<file path="config.mk">
export PLATFORM = sky130hd
export DESIGN_NAME = div_reconstructor
export DESIGN_NICKNAME = d
export VERILOG_FILES = /design/src/rtl/div_pkg.sv /design/src/rtl/div_recon_dp.sv /design/src/rtl/div_reconstructor.sv
export SDC_FILE = /design/constraint.sdc
export NUM_CORES = 1
export LEC_CHECK = 0
export BUFFER_PORTS_ARGS = -buffer_cell sky130_fd_sc_hd__buf_2
export CORE_ASPECT_RATIO = 2
export CORE_MARGIN = 8
export CORE_UTILIZATION = 66
export CTS_BUF_LIST = sky130_fd_sc_hd__clkbuf_4 sky130_fd_sc_hd__clkbuf_8
export CTS_CLUSTER_SIZE = 25
export DETAILED_ROUTE_END_ITERATION = 8
export HOLD_SLACK_MARGIN = 0.1
export PLACE_DENSITY = 0.89
export SLEW_MARGIN = 20
export SYNTH_ARGS = -nofsm -noshare
export SYNTH_HDL_FRONTEND = slang
export SYNTH_SLANG_ARGS = --single-unit
</file>
<file path="constraint.sdc">
create_clock -name CLK -period 9.77 [get_ports CLK]
set_clock_uncertainty 0.2 [all_clocks]
set_input_delay 0.4885 -clock CLK [delete_from_list [all_inputs] [get_ports CLK]]
set_output_delay 0.4885 -clock CLK [all_outputs]
set_load 0.03 [all_outputs]
</file>
<file path="src/rtl/div_pkg.sv">
// Shared definitions for the divider and its reconstructor: the default operand width
// and the reconstructor FSM state encoding.
package div_pkg;

  localparam int unsigned DivWidth = 8;

  typedef enum logic [2:0] {
    StIdle,
    StChk,
    StMul,
    StAdd,
    StFin,
    StErr
  } div_state_e;

endpackage

</file>
<file path="src/rtl/div_recon_dp.sv">
// Reconstructor datapath: operand latches, shift-and-add multiplier accumulator and
// the final remainder addition, all in 2*WIDTH bits.
module div_recon_dp
  import div_pkg::*;
#(
  parameter int unsigned WIDTH = DivWidth
) (
  input  logic               i_clk,
  input  logic               i_rst,
  input  logic               i_load,
  input  logic               i_mul,
  input  logic               i_add,
  input  logic [WIDTH-1:0]   i_coc,
  input  logic [WIDTH-1:0]   i_den,
  input  logic [WIDTH-1:0]   i_res,
  output logic               o_chk_bad,
  output logic               o_mul_last,
  output logic [2*WIDTH-1:0] o_sum
);

  localparam int unsigned CntW = $clog2(WIDTH) + 1;

  logic [WIDTH-1:0]   r_a;
  logic [WIDTH-1:0]   r_b;
  logic [WIDTH-1:0]   r_r;
  logic [2*WIDTH-1:0] r_acc;
  logic [CntW-1:0]    r_cnt;
  logic [2*WIDTH-1:0] w_addend;

  assign w_addend   = {{WIDTH{1'b0}}, r_b} << r_cnt;
  assign o_sum      = r_acc + {{WIDTH{1'b0}}, r_r};
  assign o_chk_bad  = (r_b == '0) || (r_r >= r_b);
  assign o_mul_last = (r_cnt == CntW'(WIDTH - 1));

  always_ff @(posedge i_clk) begin
    if (i_rst) begin
      r_a   <= '0;
      r_b   <= '0;
      r_r   <= '0;
      r_acc <= '0;
      r_cnt <= '0;
    end else if (i_load) begin
      r_a   <= i_coc;
      r_b   <= i_den;
      r_r   <= i_res;
      r_acc <= '0;
      r_cnt <= '0;
    end else if (i_mul) begin
      if (r_a[0]) begin
        r_acc <= r_acc + w_addend;
      end
      r_a   <= r_a >> 1;
      r_cnt <= r_cnt + CntW'(1);
    end else if (i_add) begin
      r_acc <= o_sum;
    end
  end

endmodule

</file>
<file path="src/rtl/div_reconstructor.sv">
// Rebuilds the dividend Num = Coc*Den + Res from divider outputs as a hardware self-check,
// flagging invalid triples and WIDTH-bit overflow.
module div_reconstructor
  import div_pkg::*;
#(
  parameter int unsigned WIDTH = DivWidth
) (
  input  logic             CLK,
  input  logic             RST,
  input  logic             start,
  input  logic [WIDTH-1:0] Coc,
  input  logic [WIDTH-1:0] Den,
  input  logic [WIDTH-1:0] Res,
  output logic             done,
  output logic             er,
  output logic [WIDTH-1:0] Num
);

  div_state_e         r_state;
  div_state_e         w_state_d;
  logic               w_load;
  logic               w_mul;
  logic               w_add;
  logic               w_chk_bad;
  logic               w_mul_last;
  logic [2*WIDTH-1:0] w_sum;
  logic               r_done;
  logic               r_er;
  logic [WIDTH-1:0]   r_num;

  div_recon_dp #(
    .WIDTH(WIDTH)
  ) u_dp (
    .i_clk      (CLK),
    .i_rst      (RST),
    .i_load     (w_load),
    .i_mul      (w_mul),
    .i_add      (w_add),
    .i_coc      (Coc),
    .i_den      (Den),
    .i_res      (Res),
    .o_chk_bad  (w_chk_bad),
    .o_mul_last (w_mul_last),
    .o_sum      (w_sum)
  );

  always_comb begin
    w_state_d = r_state;
    w_load    = 1'b0;
    w_mul     = 1'b0;
    w_add     = 1'b0;
    unique case (r_state)
      StIdle: begin
        if (start) begin
          w_load    = 1'b1;
          w_state_d = StChk;
        end
      end
      StChk:   w_state_d = w_chk_bad ? StErr : StMul;
      StMul: begin
        w_mul = 1'b1;
        if (w_mul_last) begin
          w_state_d = StAdd;
        end
      end
      StAdd: begin
        w_add     = 1'b1;
        w_state_d = StFin;
      end
      StFin:   w_state_d = StIdle;
      StErr:   w_state_d = StIdle;
      default: w_state_d = StIdle;
    endcase
  end

  // Outputs are captured on the edge leaving ADD/ERR, so the result lands with the done pulse.
  always_ff @(posedge CLK) begin
    if (RST) begin
      r_state <= StIdle;
      r_done  <= 1'b0;
      r_er    <= 1'b0;
      r_num   <= '0;
    end else begin
      r_state <= w_state_d;
      r_done  <= (r_state == StAdd) || (r_state == StErr);
      if (w_load) begin
        r_er  <= 1'b0;
        r_num <= '0;
      end else if (r_state == StAdd) begin
        r_num <= w_sum[WIDTH-1:0];
        r_er  <= |w_sum[2*WIDTH-1:WIDTH];
      end else if (r_state == StErr) begin
        r_num <= '0;
        r_er  <= 1'b1;
      end
    end
  end

  assign done = r_done;
  assign er   = r_er;
  assign Num  = r_num;

endmodule

</file>
; ---- Yosys cells after proc, flatten, opt, wreduce, memory -nomap -nowiden
; Index checks and enable logic that the tools add are counted.
[word_totals]
output_inout_bits = 10
reg_bits = 57
in_bits = 27
elab_cells = 50
[classes]
magnitude_cmp = 1
n_eq_ne = 8
mux = 17
n_reduce_logical = 11
addsub = 3
shift = 1
[ops]
columns = operator, n
row1 = $mux 16, 3
row2 = $mux 8, 4
row3 = $add 16x16->16, 1
row4 = $add 16x8->16, 1
row5 = $shl 8x4->16, 1
row6 = $pmux 3 s4, 1
row7 = $mux 3, 3
row8 = $ge 8x8->1, 1
row9 = $logic_not 8->1, 1
row10 = $reduce_or 8->1, 1
row11 = $eq 3x2->1 const B, 2
row12 = $mux 1, 6
row13 = $reduce_bool 2->1, 3
row14 = $add 4x1->4 const B, 1
row15 = $eq 4x3->1 const B, 1
row16 = $ne 2x2->1 const B, 2
row17 = $reduce_and 2->1, 2
row18 = $eq 3x1->1 const B, 1
row19 = $eq 3x3->1 const B, 1
row20 = $logic_not 3->1, 1
row21 = $logic_or 1x1->1, 2
row22 = $ne 2x1->1 const B, 1
row23 = $reduce_or 2->1, 1

; ---- Longest topological paths before layout
[logic_depth]
word_depth = 4
depth_mapped = 16

; ---- By module
; Synthesis repeated with hierarchy kept, for this count alone.
[hier_totals]
hier_cells = 535
hier_area_um2 = 4440.5
[by_module_without_submodules]
columns = mod, cells_per_inst, area_per_inst_um2, n_inst
row1 = div_recon_dp, 484, 3872.5, 1
row2 = div_reconstructor, 51, 568.0, 1

; ---- Worst setup path before layout
; Ideal clock, no wire load.
[synth_timing]
path_type = register -> register
from = register u_dp.r_cnt[1]
to = register u_dp.r_acc[12]
period_less_slack_ps = 3088
arrival_ps = 2813
slack_ps = 6682
t_required_ps = 9496
n_path_buf = 2
setup_ps = 74
stages_incl_launch_ff = 16
path_cell_list = dfxtp_1 > buf_2 > buf_2 > mux2i_1 > nor2_1 > a31oi_1 > nor2_1 > a21oi_1 > nor2_1 > ha_1 > or3_1 > a211o_1 > a221oi_2 > xnor2_1 > nand2_1 > a31oi_1
[synth_via]
elab_chain_cells = 4
[synth_lines]
columns = element, line_no
row1 = start: declaration, div_recon_dp.sv:27  ; logic [CntW-1:0] r_cnt;
row2 = start signal: assignment, div_recon_dp.sv:53  ; r_cnt <= r_cnt + CntW'(1);
row3 = $shl 8x4->16, div_recon_dp.sv:30  ; assign w_addend = {{WIDTH{1'b0}}, r_b} << r_cnt;
row4 = $add 16x16->16, div_recon_dp.sv:50  ; r_acc <= r_acc + w_addend;
row5 = $mux 16, div_recon_dp.sv:49  ; if (r_a[0]) begin
row6 = $mux 16, div_recon_dp.sv:48  ; end else if (i_mul) begin
row7 = end signal: assignment, div_recon_dp.sv:50
row8 = end signal: assignment, div_recon_dp.sv:55  ; r_acc <= o_sum;
row9 = end: declaration, div_recon_dp.sv:26  ; logic [2*WIDTH-1:0] r_acc;
; Every way passes these cells. The select of a mux whose other input is x is not followed.
; A chain may end at the register's enable or synchronous reset.

; ---- Worst setup path in the final report
[layout_timing]
from = register u_dp.r_cnt[1]
to = register u_dp.r_acc[14]
; Same word-level chain as after synthesis.

==> impl_metrics.json <==
{
  "seqPwrFrac_pct": 39.1,
  "wl_per_cell_um": 19.1,
  "die_area_sq_um": 9820,
  "power_density_nw_per_um2": 155,
  "synth_edf_count": 0,
  "status": "complete, no violations",
  "nets": 655,
  "routed_wl_um": 13100,
  "finalHoldViolCount": 0,
  "p_sw_uw": 287,
  "slew_headroom_pct": 35.8,
  "grt_overflow": 0,
  "ys.warnings.count": 0,
  "crit_path_max_fanout": 16,
  "antenna_cells": 0,
  "yosysSeqAreaShare_pct": 25.5,
  "whs_ps": 165,
  "cts-root-buf": "clkbuf_8",
  "leakage_uw": 0.00196,
  "arrival_ps": 3690,
  "grt-busiest-layer": "met2",
  "rows": 42,
  "min_period_ps": 3660,
  "fin_util_pct": 72.8,
  "tritoncts": "yes",
  "synth_compound_area_share_pct": 29.4,
  "grt_usage_pct": 28.2,
  "cts_buffer_depth": 2,
  "setup_violations": 0,
  "path_class": "reg -> reg",
  "place_area_sq_um": 4580,
  "ctsHoldBuffers": 0,
  "drive_above_1_share_pct": 12.4,
  "drcViolationCount": 0,
  "dpl_worst_slack_ps": 6170,
  "pwr-share-clk_pct": 31.1,
  "endpoint_kind": "flip-flop",
  "dr.pass1.iters": 6,
  "synth_xor_area_share_pct": 4.51,
  "intPower_uw": 454,
  "die_y_um": 132,
  "numCtsBuffers": 9,
  "ir_drop_mv": 0.159,
  "place_congestion": 1.01,
  "antenna_found_initial": 0,
  "syn_area_sq_um": 4470,
  "syn_to_final_growth_pct": 6.94,
  "die_x_um": 74.2,
  "first_iter_violations": 375,
  "max_cap_viol_count": 0,
  "hold_path.class": "in -> reg",
  "core-area_sq_um": 6570,
  "htree_levels": 3,
  "startpoint_type": "flip-flop",
  "rsz0062_at_grt": "no",
  "post_cts_buffers": 0,
  "ant_nets": 0,
  "grtUsageMet2_pct": 49.6,
  "max_freq_mhz": 273,
  "grtUsageMet1_pct": 26.4,
  "syn_inst": 586,
  "cts_resized": 0,
  "fin_setup_tns_ps": 0,
  "met3_usage_pct": 5.18,
  "syn_nets": 647,
  "final_cell_area_sq_um": 4780,
  "nFillCells": 548,
  "synth_mux_area_share_pct": 3.28,
  "grt_pass1_vias": 4646,
  "setup_ws_ps": 6110,
  "clk_pin_slew_worst_paths_ps": 70,
  "swShare_pct": 38.7,
  "p_comb_share_pct": 29.7,
  "cp.required_ps": 9810,
  "hpwl_um": 9950,
  "grt_pass1_wl_um": 21600,
  "avgSynthCellArea_sq_um": 7.63,
  "port_buffers": 36,
  "synthFlopType": "dfxtp_1",
  "tightest_slew_ps": 963,
  "synth_seq_cells": 57,
  "fin_crit_sh_pct": 37.4,
  "grt_start_max_net_pins": 30,
  "synth_top_family_by_area": "compound AO/OA/AOI/OAI gates",
  "synth-simple-area-share_pct": 21.6,
  "slew_violations": 0,
  "initial_core_util_pct": 68.0,
  "cts_sinks": 57,
  "synthAdderAreaFrac_pct": 9.85,
  "vias": 4583,
  "ios": 37,
  "viasPerCell": 6.67,
  "synth_cell_types": 72,
  "worst_skew_pair.late_latency_ps": 360,
  "synthArstFlopShare_pct": 0
}
==> routing by layer <==
layer	up-vias	share of wire [%]
met5	-	0
met4	0	7.9
met3	85	4.5
met2	201	53
met1	2138	35
li1	2159	-
==> stage by stage <==
step	total power (uW)	cells
2_1_floorplan	454	586
3_3_place_gp	497	671
3_5_place_dp	507	671
4_1_cts	735	687
5_1_grt	776	687
6_report	740	687
==> cells in the mapped netlist (3+ instances only) <==
library cell / instances / area share [%]
a211o_1: 6 / 1.2
a211oi_1: 12 / 2.0
a211oi_2: 3 / 0.84
a21o_1: 13 / 2.2
a21oi_1: 54 / 6.0
a22o_1: 5 / 0.98
a22oi_1: 14 / 2.4
a31oi_1: 11 / 1.5
and3_1: 5 / 0.70
buf_1: 3 / 0.25
buf_2: 13 / 1.5
buf_4: 3 / 0.50
clkbuf_1: 20 / 1.7
dfxtp_1: 57 / 26
ha_1: 32 / 9.0
inv_1: 16 / 1.3
mux2_2: 3 / 0.76
mux2i_1: 9 / 2.0
nand2_1: 86 / 7.2
nand2b_1: 6 / 0.84
nand3_1: 16 / 1.8
nand3b_1: 3 / 0.50
nand4_1: 8 / 1.1
nor2_1: 46 / 3.9
nor2b_1: 6 / 0.84
nor3_1: 9 / 1.0
nor4_1: 5 / 0.70
o211ai_1: 3 / 0.50
o21a_1: 8 / 1.3
o21ai_0: 26 / 2.9
o21ai_1: 4 / 0.45
o22ai_1: 6 / 0.84
or3_1: 4 / 0.56
xnor2_1: 16 / 3.1
xor2_1: 7 / 1.4
==> layout by cell type (no fill, tap or decap), types with 12 or more instances in the layout <==
cell and count:
a211oi_1 12, xnor2_1 16, a21o_1 13, nor2_1 46
dfxtp_1 57, nand3_1 16, buf_2 36, a22oi_1 14
a21oi_1 54, nand2_1 86, ha_1 32, inv_1 16
o21ai_0 25
==> layout make-up <==
type | instances | area (sq um) | share of cell area [%]
clock buffer | 9 | 124 | 2.59
clock inverter | 7 | 77.6 | 1.62
inverter | 17 | 63.8 | 1.34
multi-input combinational | 471 | 3070 | 64.2
sequential | 57 | 1140 | 23.9
tap | 88 | 110 | 2.30
timing repair buffer | 38 | 195 | 4.08
==> final timing paths <==
path / start / end / slack [ps] / depth (start not counted)
min: Den[6] / u_dp.r_b[6]$_SDFFE_PP0P_ / 160 / 3
max reg2reg: u_dp.r_cnt[1]$_SDFFE_PP0P_ / u_dp.r_acc[14]$_SDFFE_PP0P_ / 6110 / 12
max: u_dp.r_cnt[1]$_SDFFE_PP0P_ / u_dp.r_acc[14]$_SDFFE_PP0P_ / 6110 / 12
min reg2reg: u_dp.r_a[2]$_SDFFE_PP0P_ / u_dp.r_a[2]$_SDFFE_PP0P_ / 260 / 2
==> power by group through the flow <==
stage | clock network [uW] | logic, uW | registers (uW)
floorplan | 0 | 180 | 274
global placement | 0 | 206 | 292
detailed placement | 0 | 213 | 294
CTS | 231 | 216 | 288
global route | 240 | 243 | 293
finish | 231 | 220 | 290
==> cell families after synthesis <==
group | after synthesis
buf+inv | 58
mux | 13
xor+xnor | 23
fa+ha+maj | 34
simple gates | 206
flops | 57
compound gates | 195
==> critical path, stage by stage, from the launching register on <==
cell	delay (ps)
dfxtp_1	720
inv_1	290
o31ai_1	340
nor2_1	70
a211o_1	290
o21ai_0	90
ha_1	370
and3_1	230
a211oi_1	190
o21ai_1	140
a311oi_1	360
xor2_1	170
o21ai_0	90
==> state kept, by name, summed over array words and instances, names as in the netlist <==
| register | flops |
|---|---|
| done | 1 |
| r_state | 3 |
| u_dp.r_acc | 16 |
| Num | 8 |
| u_dp.r_r | 8 |
| u_dp.r_b | 8 |
| er | 1 |
| u_dp.r_a | 8 |
| u_dp.r_cnt | 4 |
No activity file was read; power rests on OpenSTA's default activity.
